<file path="config.mk">
export PLATFORM = sky130hd
export DESIGN_NAME = parking_logic_sched_flat
export DESIGN_NICKNAME = d
export VERILOG_FILES = /design/src/rtl/parking_logic_sched_if.sv /design/src/rtl/parking_logic_sched.sv /design/src/flat_wrapper.sv
export SDC_FILE = /design/constraint.sdc
export NUM_CORES = 1
export LEC_CHECK = 0
export CAP_MARGIN = 30
export CORE_UTILIZATION = 61
export CTS_BUF_LIST = sky130_fd_sc_hd__clkbuf_4 sky130_fd_sc_hd__clkbuf_8 sky130_fd_sc_hd__clkbuf_16
export DETAILED_ROUTE_END_ITERATION = 7
export PLACE_DENSITY = 0.8
export REMOVE_ABC_BUFFERS = 1
export SKIP_CTS_REPAIR_TIMING = 1
export SYNTH_ARGS = -nofsm -noshare
export SYNTH_HDL_FRONTEND = slang
export SYNTH_SLANG_ARGS = --single-unit
</file>
<file path="constraint.sdc">
create_clock -name clk -period 22.2 [get_ports clk]
set_clock_uncertainty 0.05 [all_clocks]
set_input_delay 5.55 -clock clk [delete_from_list [all_inputs] [get_ports clk]]
set_output_delay 5.55 -clock clk [all_outputs]
set_load 0.05 [all_outputs]
</file>
<file path="src/rtl/parking_logic_sched_if.sv">
// Gate-sensor / hour-clock side and display/barrier side of the parking scheduler.
// The master drives the events and the hour. The slave (the scheduler) drives the counts and
// the status pulses.
interface parking_logic_sched_if #(
  parameter int unsigned CNT_W = 10
);
  // Gate events and hour clock
  logic             car_entered;
  logic             is_uni_car_entered;
  logic             car_exited;
  logic             is_uni_car_exited;
  logic [4:0]       hour;

  // Occupancy and free-space view
  logic [CNT_W-1:0] uni_parked_car;
  logic [CNT_W-1:0] parked_car;
  logic [CNT_W-1:0] uni_spill_car;
  logic [CNT_W-1:0] uni_vacated_space;
  logic [CNT_W-1:0] vacated_space;
  logic             uni_is_vacated_space;
  logic             is_vacated_space;

  // Per-event status
  logic             entry_ack;
  logic             entry_reject;
  logic             exit_err;
  logic             hour_err;

  modport master (
    output car_entered, is_uni_car_entered, car_exited, is_uni_car_exited, hour,
    input  uni_parked_car, parked_car, uni_spill_car, uni_vacated_space, vacated_space,
    input  uni_is_vacated_space, is_vacated_space,
    input  entry_ack, entry_reject, exit_err, hour_err
  );

  modport slave (
    input  car_entered, is_uni_car_entered, car_exited, is_uni_car_exited, hour,
    output uni_parked_car, parked_car, uni_spill_car, uni_vacated_space, vacated_space,
    output uni_is_vacated_space, is_vacated_space,
    output entry_ack, entry_reject, exit_err, hour_err
  );
endinterface

</file>
<file path="src/rtl/parking_logic_sched.sv">
// Parking lot occupancy scheduler.
// The lot has a university reservation whose size depends on the hour, and the rest of the
// lot forms a general pool. University cars may spill into the general pool. When the
// reservation shrinks below the number of cars already in it, those cars stay where they are
// and use up general space instead.
module parking_logic_sched #(
  parameter int unsigned TOTAL_CAP    = 700,
  parameter int unsigned UNI_CAP_MAX  = 500,
  parameter int unsigned UNI_CAP_MIN  = 200,
  parameter int unsigned UNI_STEP     = 100,
  parameter int unsigned SHRINK_START = 13,
  parameter int unsigned CNT_W        = 10,
  parameter int unsigned SPILL_EN     = 1
) (
  input  logic                  clk,
  input  logic                  reset,
  parking_logic_sched_if.slave  bus
);

  // Two spare bits so that summing three counters cannot wrap.
  localparam int unsigned WW = CNT_W + 2;

  typedef logic [CNT_W-1:0] cnt_t;
  typedef logic [WW-1:0]    wide_t;

  // State
  cnt_t       uni_res_cnt_q,   uni_res_cnt_d;
  cnt_t       uni_spill_cnt_q, uni_spill_cnt_d;
  cnt_t       gen_cnt_q,       gen_cnt_d;
  logic [4:0] hour_q,          hour_d;
  logic       hour_err_q,      hour_err_d;
  logic       entry_ack_q,     entry_ack_d;
  logic       entry_reject_q,  entry_reject_d;
  logic       exit_err_q,      exit_err_d;

  // Derived capacity and free-space values
  logic [31:0] red;
  cnt_t        uni_cap;
  wide_t       cap_w, gen_cap_w, excess_w, used_w;
  wide_t       res_w, spill_w, gen_w;
  cnt_t        uni_vac, gen_vac;
  logic        uni_free, gen_free;

  // Per-counter increment/decrement requests
  logic res_inc, res_dec, spill_inc, spill_dec, gen_inc, gen_dec;

  // Hour is clamped to the last valid hour; the error flag is registered with it.
  always_comb begin
    hour_err_d = (bus.hour > 5'd23);
    hour_d     = hour_err_d ? 5'd23 : bus.hour;
  end

  // Reservation size for the registered hour, shrinking stepwise down to the floor.
  always_comb begin
    red     = '0;
    uni_cap = cnt_t'(UNI_CAP_MAX);
    if (32'(hour_q) >= SHRINK_START) begin
      red = (32'(hour_q) - SHRINK_START + 32'd1) * UNI_STEP;
      if (red + UNI_CAP_MIN >= UNI_CAP_MAX) begin
        uni_cap = cnt_t'(UNI_CAP_MIN);
      end else begin
        uni_cap = cnt_t'(UNI_CAP_MAX - red);
      end
    end
  end

  // Free space in each pool. All subtractions saturate at zero.
  always_comb begin
    cap_w     = wide_t'(uni_cap);
    res_w     = wide_t'(uni_res_cnt_q);
    spill_w   = wide_t'(uni_spill_cnt_q);
    gen_w     = wide_t'(gen_cnt_q);
    gen_cap_w = (wide_t'(TOTAL_CAP) > cap_w) ? (wide_t'(TOTAL_CAP) - cap_w) : '0;
    // Reserved cars beyond a shrunken reservation occupy general spaces.
    excess_w  = (res_w > cap_w) ? (res_w - cap_w) : '0;
    used_w    = gen_w + spill_w + excess_w;
    uni_vac   = (cap_w > res_w) ? cnt_t'(cap_w - res_w) : '0;
    gen_vac   = (gen_cap_w > used_w) ? cnt_t'(gen_cap_w - used_w) : '0;
    uni_free  = (uni_vac != '0);
    gen_free  = (gen_vac != '0);
  end

  // Entry and exit decisions. Both use the counts from before the clock edge, so space that
  // an exit frees in this cycle cannot be used by an entry in the same cycle.
  always_comb begin
    res_inc        = 1'b0;
    res_dec        = 1'b0;
    spill_inc      = 1'b0;
    spill_dec      = 1'b0;
    gen_inc        = 1'b0;
    gen_dec        = 1'b0;
    entry_ack_d    = 1'b0;
    entry_reject_d = 1'b0;
    exit_err_d     = 1'b0;

    if (bus.car_entered) begin
      if (bus.is_uni_car_entered) begin
        if (uni_free) begin
          res_inc     = 1'b1;
          entry_ack_d = 1'b1;
        end else if ((SPILL_EN != 0) && gen_free) begin
          spill_inc   = 1'b1;
          entry_ack_d = 1'b1;
        end else begin
          entry_reject_d = 1'b1;
        end
      end else if (gen_free) begin
        gen_inc     = 1'b1;
        entry_ack_d = 1'b1;
      end else begin
        entry_reject_d = 1'b1;
      end
    end

    if (bus.car_exited) begin
      if (bus.is_uni_car_exited) begin
        // Spilled cars leave first so the general pool is released as early as possible.
        if (uni_spill_cnt_q != '0) begin
          spill_dec = 1'b1;
        end else if (uni_res_cnt_q != '0) begin
          res_dec = 1'b1;
        end else begin
          exit_err_d = 1'b1;
        end
      end else if (gen_cnt_q != '0) begin
        gen_dec = 1'b1;
      end else begin
        exit_err_d = 1'b1;
      end
    end
  end

  // Counter next state. An increment and a decrement of the same counter cancel out.
  always_comb begin
    uni_res_cnt_d   = uni_res_cnt_q + cnt_t'(res_inc) - cnt_t'(res_dec);
    uni_spill_cnt_d = uni_spill_cnt_q + cnt_t'(spill_inc) - cnt_t'(spill_dec);
    gen_cnt_d       = gen_cnt_q + cnt_t'(gen_inc) - cnt_t'(gen_dec);
  end

  // State registers with asynchronous reset.
  always_ff @(posedge clk or posedge reset) begin
    if (reset) begin
      uni_res_cnt_q   <= '0;
      uni_spill_cnt_q <= '0;
      gen_cnt_q       <= '0;
      hour_q          <= '0;
      hour_err_q      <= 1'b0;
      entry_ack_q     <= 1'b0;
      entry_reject_q  <= 1'b0;
      exit_err_q      <= 1'b0;
    end else begin
      uni_res_cnt_q   <= uni_res_cnt_d;
      uni_spill_cnt_q <= uni_spill_cnt_d;
      gen_cnt_q       <= gen_cnt_d;
      hour_q          <= hour_d;
      hour_err_q      <= hour_err_d;
      entry_ack_q     <= entry_ack_d;
      entry_reject_q  <= entry_reject_d;
      exit_err_q      <= exit_err_d;
    end
  end

  assign bus.uni_parked_car       = uni_res_cnt_q + uni_spill_cnt_q;
  assign bus.parked_car           = gen_cnt_q;
  assign bus.uni_spill_car        = uni_spill_cnt_q;
  assign bus.uni_vacated_space    = uni_vac;
  assign bus.vacated_space        = gen_vac;
  assign bus.uni_is_vacated_space = uni_free;
  assign bus.is_vacated_space     = gen_free;
  assign bus.entry_ack            = entry_ack_q;
  assign bus.entry_reject         = entry_reject_q;
  assign bus.exit_err             = exit_err_q;
  assign bus.hour_err             = hour_err_q;

endmodule
</file>
<file path="src/flat_wrapper.sv">
// flat-port wrapper written by rule: the top's interface ports become plain ports
module parking_logic_sched_flat 
#(
  parameter int unsigned TOTAL_CAP    = 700,
  parameter int unsigned UNI_CAP_MAX  = 500,
  parameter int unsigned UNI_CAP_MIN  = 200,
  parameter int unsigned UNI_STEP     = 100,
  parameter int unsigned SHRINK_START = 13,
  parameter int unsigned CNT_W        = 10,
  parameter int unsigned SPILL_EN     = 1
)
  (clk, reset, bus_car_entered, bus_is_uni_car_entered, bus_car_exited, bus_is_uni_car_exited, bus_hour, bus_uni_parked_car, bus_parked_car, bus_uni_spill_car, bus_uni_vacated_space, bus_vacated_space, bus_uni_is_vacated_space, bus_is_vacated_space, bus_entry_ack, bus_entry_reject, bus_exit_err, bus_hour_err);
  parking_logic_sched_if #(.CNT_W(CNT_W)) bus_i ();
  input  logic clk;
  input  logic reset;
  input wire logic [$bits(bus_i.car_entered)-1:0] bus_car_entered;
  input wire logic [$bits(bus_i.is_uni_car_entered)-1:0] bus_is_uni_car_entered;
  input wire logic [$bits(bus_i.car_exited)-1:0] bus_car_exited;
  input wire logic [$bits(bus_i.is_uni_car_exited)-1:0] bus_is_uni_car_exited;
  input wire logic [$bits(bus_i.hour)-1:0] bus_hour;
  output wire logic [$bits(bus_i.uni_parked_car)-1:0] bus_uni_parked_car;
  output wire logic [$bits(bus_i.parked_car)-1:0] bus_parked_car;
  output wire logic [$bits(bus_i.uni_spill_car)-1:0] bus_uni_spill_car;
  output wire logic [$bits(bus_i.uni_vacated_space)-1:0] bus_uni_vacated_space;
  output wire logic [$bits(bus_i.vacated_space)-1:0] bus_vacated_space;
  output wire logic [$bits(bus_i.uni_is_vacated_space)-1:0] bus_uni_is_vacated_space;
  output wire logic [$bits(bus_i.is_vacated_space)-1:0] bus_is_vacated_space;
  output wire logic [$bits(bus_i.entry_ack)-1:0] bus_entry_ack;
  output wire logic [$bits(bus_i.entry_reject)-1:0] bus_entry_reject;
  output wire logic [$bits(bus_i.exit_err)-1:0] bus_exit_err;
  output wire logic [$bits(bus_i.hour_err)-1:0] bus_hour_err;
  assign bus_i.car_entered = bus_car_entered;
  assign bus_i.is_uni_car_entered = bus_is_uni_car_entered;
  assign bus_i.car_exited = bus_car_exited;
  assign bus_i.is_uni_car_exited = bus_is_uni_car_exited;
  assign bus_i.hour = bus_hour;
  assign bus_uni_parked_car = bus_i.uni_parked_car;
  assign bus_parked_car = bus_i.parked_car;
  assign bus_uni_spill_car = bus_i.uni_spill_car;
  assign bus_uni_vacated_space = bus_i.uni_vacated_space;
  assign bus_vacated_space = bus_i.vacated_space;
  assign bus_uni_is_vacated_space = bus_i.uni_is_vacated_space;
  assign bus_is_vacated_space = bus_i.is_vacated_space;
  assign bus_entry_ack = bus_i.entry_ack;
  assign bus_entry_reject = bus_i.entry_reject;
  assign bus_exit_err = bus_i.exit_err;
  assign bus_hour_err = bus_i.hour_err;
  parking_logic_sched #(.TOTAL_CAP(TOTAL_CAP), .UNI_CAP_MAX(UNI_CAP_MAX), .UNI_CAP_MIN(UNI_CAP_MIN), .UNI_STEP(UNI_STEP), .SHRINK_START(SHRINK_START), .CNT_W(CNT_W), .SPILL_EN(SPILL_EN)) u_core (.clk(clk), .reset(reset), .bus(bus_i));
endmodule
</file>
Word level (Yosys, flattened, before mapping)
Index checks and enable logic that the tools add are counted.

word-level totals
  word-level logic and storage cells = 76
  output and inout bits = 56
  register bits after elaboration = 39

operators by class
  multipliers = 1
  multiplexer cells = 38
  reductions and logical operators = 5
  add/sub/neg operators = 17
  $lt $le $gt $ge = 7

operator list
  operator                                                            count
  nonzero test 10 bit                                                 5
  2-to-1 mux 10 bit                                                   4
  adder 32 x 1 -> 32 bit, second input constant                       1
  adder 32 x 8 -> 32 bit, second input constant                       1
  greater-or-equal comparator 32 x 9 -> 1 bit, second input constant  1
  multiplier 32 x 5 -> 30 bit, second input constant                  1
  2-to-1 mux 1 bit                                                    31
  adder 10 x 1 -> 10 bit                                              3
  subtractor 10 x 1 -> 10 bit                                         3
  2-to-1 mux 12 bit                                                   2
  > comparator 10 bit                                                 2
  subtractor 10 bit                                                   2
  adder 11 x 12 -> 12 bit                                             1
  > comparator 12 bit                                                 1
  adder 10 x 10 -> 11 bit                                             1
  subtractor 10 x 10 -> 11 bit                                        1
  subtractor 10 x 10 -> 11 bit, first input constant                  1
  adder 10 bit                                                        1
  > comparator 10 bit, first input constant                           1
  subtractor 9 x 10 -> 10 bit, first input constant                   1
  subtractor 5 x 4 -> 6 bit, second input constant                    1
  greater-or-equal comparator 5 x 4 -> 1 bit, second input constant   1
  > comparator 5 bit, second input constant                           1
  2-to-1 mux 5 bit                                                    1

Longest topological paths before layout
  word-level depth = 19
  gate-level depth with buffers = 75

Least setup slack after synthesis
OpenSTA, ideal clock, no wires.

  path type = register to output
  start point = register u_core.hour_q[0]
  end point = output port bus_is_vacated_space
  stages on the path, launching flop included = 59
  data required time = 16.600 ns
  setup slack = 4.258 ns
  path buffers = 4
  arrival = 12.342 ns
  cell sequence = dfrtp_1 buf_6 inv_1 ha_1 clkbuf_1 xor2_1 nor2_1 nand3_1 ha_1 inv_1 ha_1 ha_1 inv_1 fa_1 inv_1 ha_1 a21oi_1 o21ai_0 [... 23 more ...] fa_1 inv_1 ha_1 inv_1 fa_1 nor2b_1 o21ai_0 a21oi_1 o21ai_0 a21oi_1 nand2b_1 ha_1 nor2b_1 o31a_1 or2_2 nand3_1 and4b_1 a21oi_1

on the way
  word-level cells in the longest chain between the ends = 13
  elaborated cells between the ends (all ways) = 20

ends and longest elaborated chain
  item                                                                 RTL line                    source
  from (decl)                                                          parking_logic_sched.sv:30   logic [4:0] hour_q, hour_d;
  from (signal assigned)                                               parking_logic_sched.sv:155  hour_q <= hour_d;
  subtractor 5 x 4 -> 6 bit                                            parking_logic_sched.sv:58   red = (32'(hour_q) - SHRINK_START + 32'd1) * UNI_STEP;
  adder 32 x 1 -> 32 bit                                               parking_logic_sched.sv:58
  multiplier 32 x 5 -> 30 bit                                          parking_logic_sched.sv:58
  adder 32 x 8 -> 32 bit                                               parking_logic_sched.sv:59   if (red + UNI_CAP_MIN >= UNI_CAP_MAX) begin
  greater-or-equal comparator 32 x 9 -> 1 bit                          parking_logic_sched.sv:59
  2-to-1 mux 10 bit                                                    parking_logic_sched.sv:59
  2-to-1 mux 10 bit *                                                  parking_logic_sched.sv:57   if (32'(hour_q) >= SHRINK_START) begin
  subtractor 10 x 10 -> 11 bit or > comparator 10 bit (tied branches)  parking_logic_sched.sv:75   excess_w = (res_w > cap_w) ? (res_w - cap_w) : '0;
  2-to-1 mux 12 bit                                                    parking_logic_sched.sv:75
  adder 11 x 12 -> 12 bit                                              parking_logic_sched.sv:76   used_w = gen_w + spill_w + excess_w;
  subtractor 10 bit or > comparator 12 bit (tied branches)             parking_logic_sched.sv:78   gen_vac = (gen_cap_w > used_w) ? cnt_t'(gen_cap_w - used_w) : '0;
  2-to-1 mux 10 bit *                                                  parking_logic_sched.sv:78
  nonzero test 10 bit *                                                parking_logic_sched.sv:80   gen_free = (gen_vac != '0);
  to (decl)                                                            flat_wrapper.sv:27          output wire logic [$bits(bus_i.is_vacated_space)-1:0] bus_is_vacated_space;

Every way passes the cells marked *; elsewhere a longest branch is shown, timed or not.

Worst setup path after layout
Same ends and word-level chain as after synthesis.

==> impl_metrics.env <==
export IMPL_status="finished, final reports clean"
export IMPL_grt_pass1_vias=7204
export IMPL_rsz0062_at_grt="false"
export IMPL_crit_type="flip-flop to primary output"
export IMPL_clk_pin_slew_ns=0.07
export IMPL_grt_pass1_wl_mm=34.3
export IMPL_r2r_slack_ns=6.35
export IMPL_root_buffer="clkbuf_16"
export IMPL_yosysSeqAreaShare_pct=11.5
export IMPL_syn_cell_area_mm2=0.00849
export IMPL_synthDistinctLibCells=72
export IMPL_min_period_over_period_pct=91.0
export IMPL_cts_buffers=5
export IMPL_synth_top_area_share_pct=24.6
export IMPL_avgSynthCellArea_um2=8.21
export IMPL_clock_sinks=39
export IMPL_arrival_ns=14.61
export IMPL_relSlewSlack_pct=44.7
export IMPL_drt_first_pass_iters=5
export IMPL_core_mm2=0.0134
export IMPL_hold_path_class="flip-flop to flip-flop"
export IMPL_gp_congestion=0.974
export IMPL_fillerInstances=1084
export IMPL_period_minus_slack_ns=20.21
export IMPL_die_h_um=120
export IMPL_crit_path_max_incr_delay_ns=0.77
export IMPL_synth_largest_area_cell="ha_1"
export IMPL_grt_remaining_overflow=0
export IMPL_die_area_mm2=0.0144
export IMPL_slowest_stage="clkdlybuf4s50_1"
export IMPL_hpwl_mm=17.4
export IMPL_fin_util_pct=70.5
export IMPL_cts_max_path_buffers=2
export IMPL_drv_cap=0
export IMPL_crit_path_start_kind="flip-flop"
export IMPL_crit_required_ns=16.60
export IMPL_fmax_mhz=49.5
export IMPL_fin_setup_tns_ns=0
export IMPL_worst_path_most_repeated_cell="a21oi_1"
export IMPL_ys_flop_type="dfrtp_1"
export IMPL_maxSlewViolCount=0
export IMPL_wl_per_cell_um=16.4
export IMPL_drc=0
export IMPL_vias=7355
export IMPL_worstPathMaxFanout=17
export IMPL_yosysMostFrequentCell="ha_1"
export IMPL_tightest_slew_ns=0.830
export IMPL_grt_usage_pct=29.7
export IMPL_diodes=0
export IMPL_setup_viol=0
export IMPL_yosys_register_bits=39
export IMPL_synth_edf_count=0
export IMPL_synth_cells=1034
export IMPL_first_iter_violations=433
export IMPL_drive_above_1_share_pct=3.04
export IMPL_hold_viol=0
export IMPL_io_pins=67
export IMPL_row_count=42
export IMPL_ys_warn_count=0
export IMPL_synth_xor_area_share_pct=11.6
export IMPL_area_growth_pct=11.2
export IMPL_finalWirelength_mm=20.7
export IMPL_htreeDepth=2
export IMPL_io_buffer_count=66
export IMPL_ys_top_cells_by_area="ha_1 25%, dfrtp_1 11%, fa_1 9.0%, xnor2_1 6.8%, inv_1 6.2%"
export IMPL_ys_async_sr_fraction_pct=100
export IMPL_grt_max_degree=40
export IMPL_seqCellArea_um2=976
export IMPL_finish_net_count=1300
export IMPL_multi_input_area_mm2=0.00687
export IMPL_start_util_pct=63.3
export IMPL_antenna_found_initial=0
export IMPL_via_per_inst=5.83
export IMPL_ant_nets=0
export IMPL_synth_area_mux_share_pct=0.472
export IMPL_synth_simple_area_share_pct=17.5
export IMPL_yosys_area_share_adder_pct=33.6
export IMPL_dieWidth_um=120
export IMPL_worstSkewPairLatency_ns=0.29
export IMPL_synth_compound_area_share_pct=17.9
export IMPL_synth_commonest_cells="167 x ha_1, 141 x inv_1, 86 x a21oi_1"
export IMPL_cts_tree="built"
export IMPL_end_kind="primary output"
export IMPL_holdWs_ns=0.686
export IMPL_synth_top_family_by_area="adder cells"
[worst max-delay path: cells and delay by family, from the launching register on]
family	cells	cell delay, ns
DFF	1	0.53
buffers and inverters	9	1.57
xor gates and xnor gates	1	0.21
and+or+nand+nor	15	3.33
adders and majority gates	11	3.95
AOI/OAI and AO/OA	22	4.75
[cells by family (layout without fill, tap and decap cells)]
group / after synthesis / count (layout)
flip-flops: 39 / 39
buffers and inverters: 166 / 217
AND/OR/NAND/NOR: 277 / 277
AO/OA/AOI/OAI: 231 / 231
multiplexers: 4 / 4
XOR/XNOR: 112 / 112
adder cells (fa/ha/maj): 205 / 205
[worst paths after layout]
kind                       depth (start not counted)                startpoint                           to
hold reg to reg                                    3  u_core.bus.parked_car[0]          u_core.bus.exit_err
max in group asynchronous                          3                     reset     u_core.bus.parked_car[6]
min in group asynchronous                          3                     reset      u_core.uni_res_cnt_q[7]
setup / recovery                                  58          u_core.hour_q[0]         bus_is_vacated_space
setup reg to reg                                  69          u_core.hour_q[0]  u_core.bus.uni_spill_car[9]
hold / removal                                     3  u_core.bus.parked_car[0]          u_core.bus.exit_err
[cell type report]
type | count | area share [%]
multi-input combinational | 829 | 72.8
sequential | 39 | 10.3
timing repair buffer | 67 | 7.08
inverter | 142 | 5.64
tap | 176 | 2.33
clock buffer | 6 | 1.47
clock inverter | 2 | 0.371
[routing by layer]
layer / vias up / share of wire, % / global-route usage, %
li1: 3668 / - / -
met1: 3493 / 49 / 42.8
met2: 178 / 44 / 47.5
met3: 16 / 5.6 / 4.80
met4: 0 / 0.95 / 4.22
met5: - / 0 / 0
[cell usage in the layout (no fill, tap or decap), types with 27 or more instances in the layout]
master             n
a21oi_1           86
nand3_1           27
inv_1            141
nand2_1           41
xnor2_1           66
fa_1              38
dfrtp_1           39
clkdlybuf4s50_1   66
o21ai_0           29
ha_1             167
nor2_1            80
xor2_1            46
[flip-flops by register name (all words and copies together) (netlist names)]
name	flops
u_core.uni_res_cnt_q	10
u_core.hour_q	5
u_core.bus.hour_err	1
u_core.bus.exit_err	1
u_core.bus.parked_car	10
u_core.bus.uni_spill_car	10
u_core.bus.entry_ack	1
u_core.bus.entry_reject	1
[metrics by stage]
step,instances,setup WS (ns),area [um^2]
global route,1261,0.787,9440
detailed placement,1253,2.52,9270
global placement,1253,3.08,9270
finish,1261,1.99,9440
floorplan,1010,4.48,8380
CTS,1261,2.09,9440
Power is left out: the tool's default activity adds up to more than one toggle a clock period on the data nets, which glitch-free logic cannot reach.
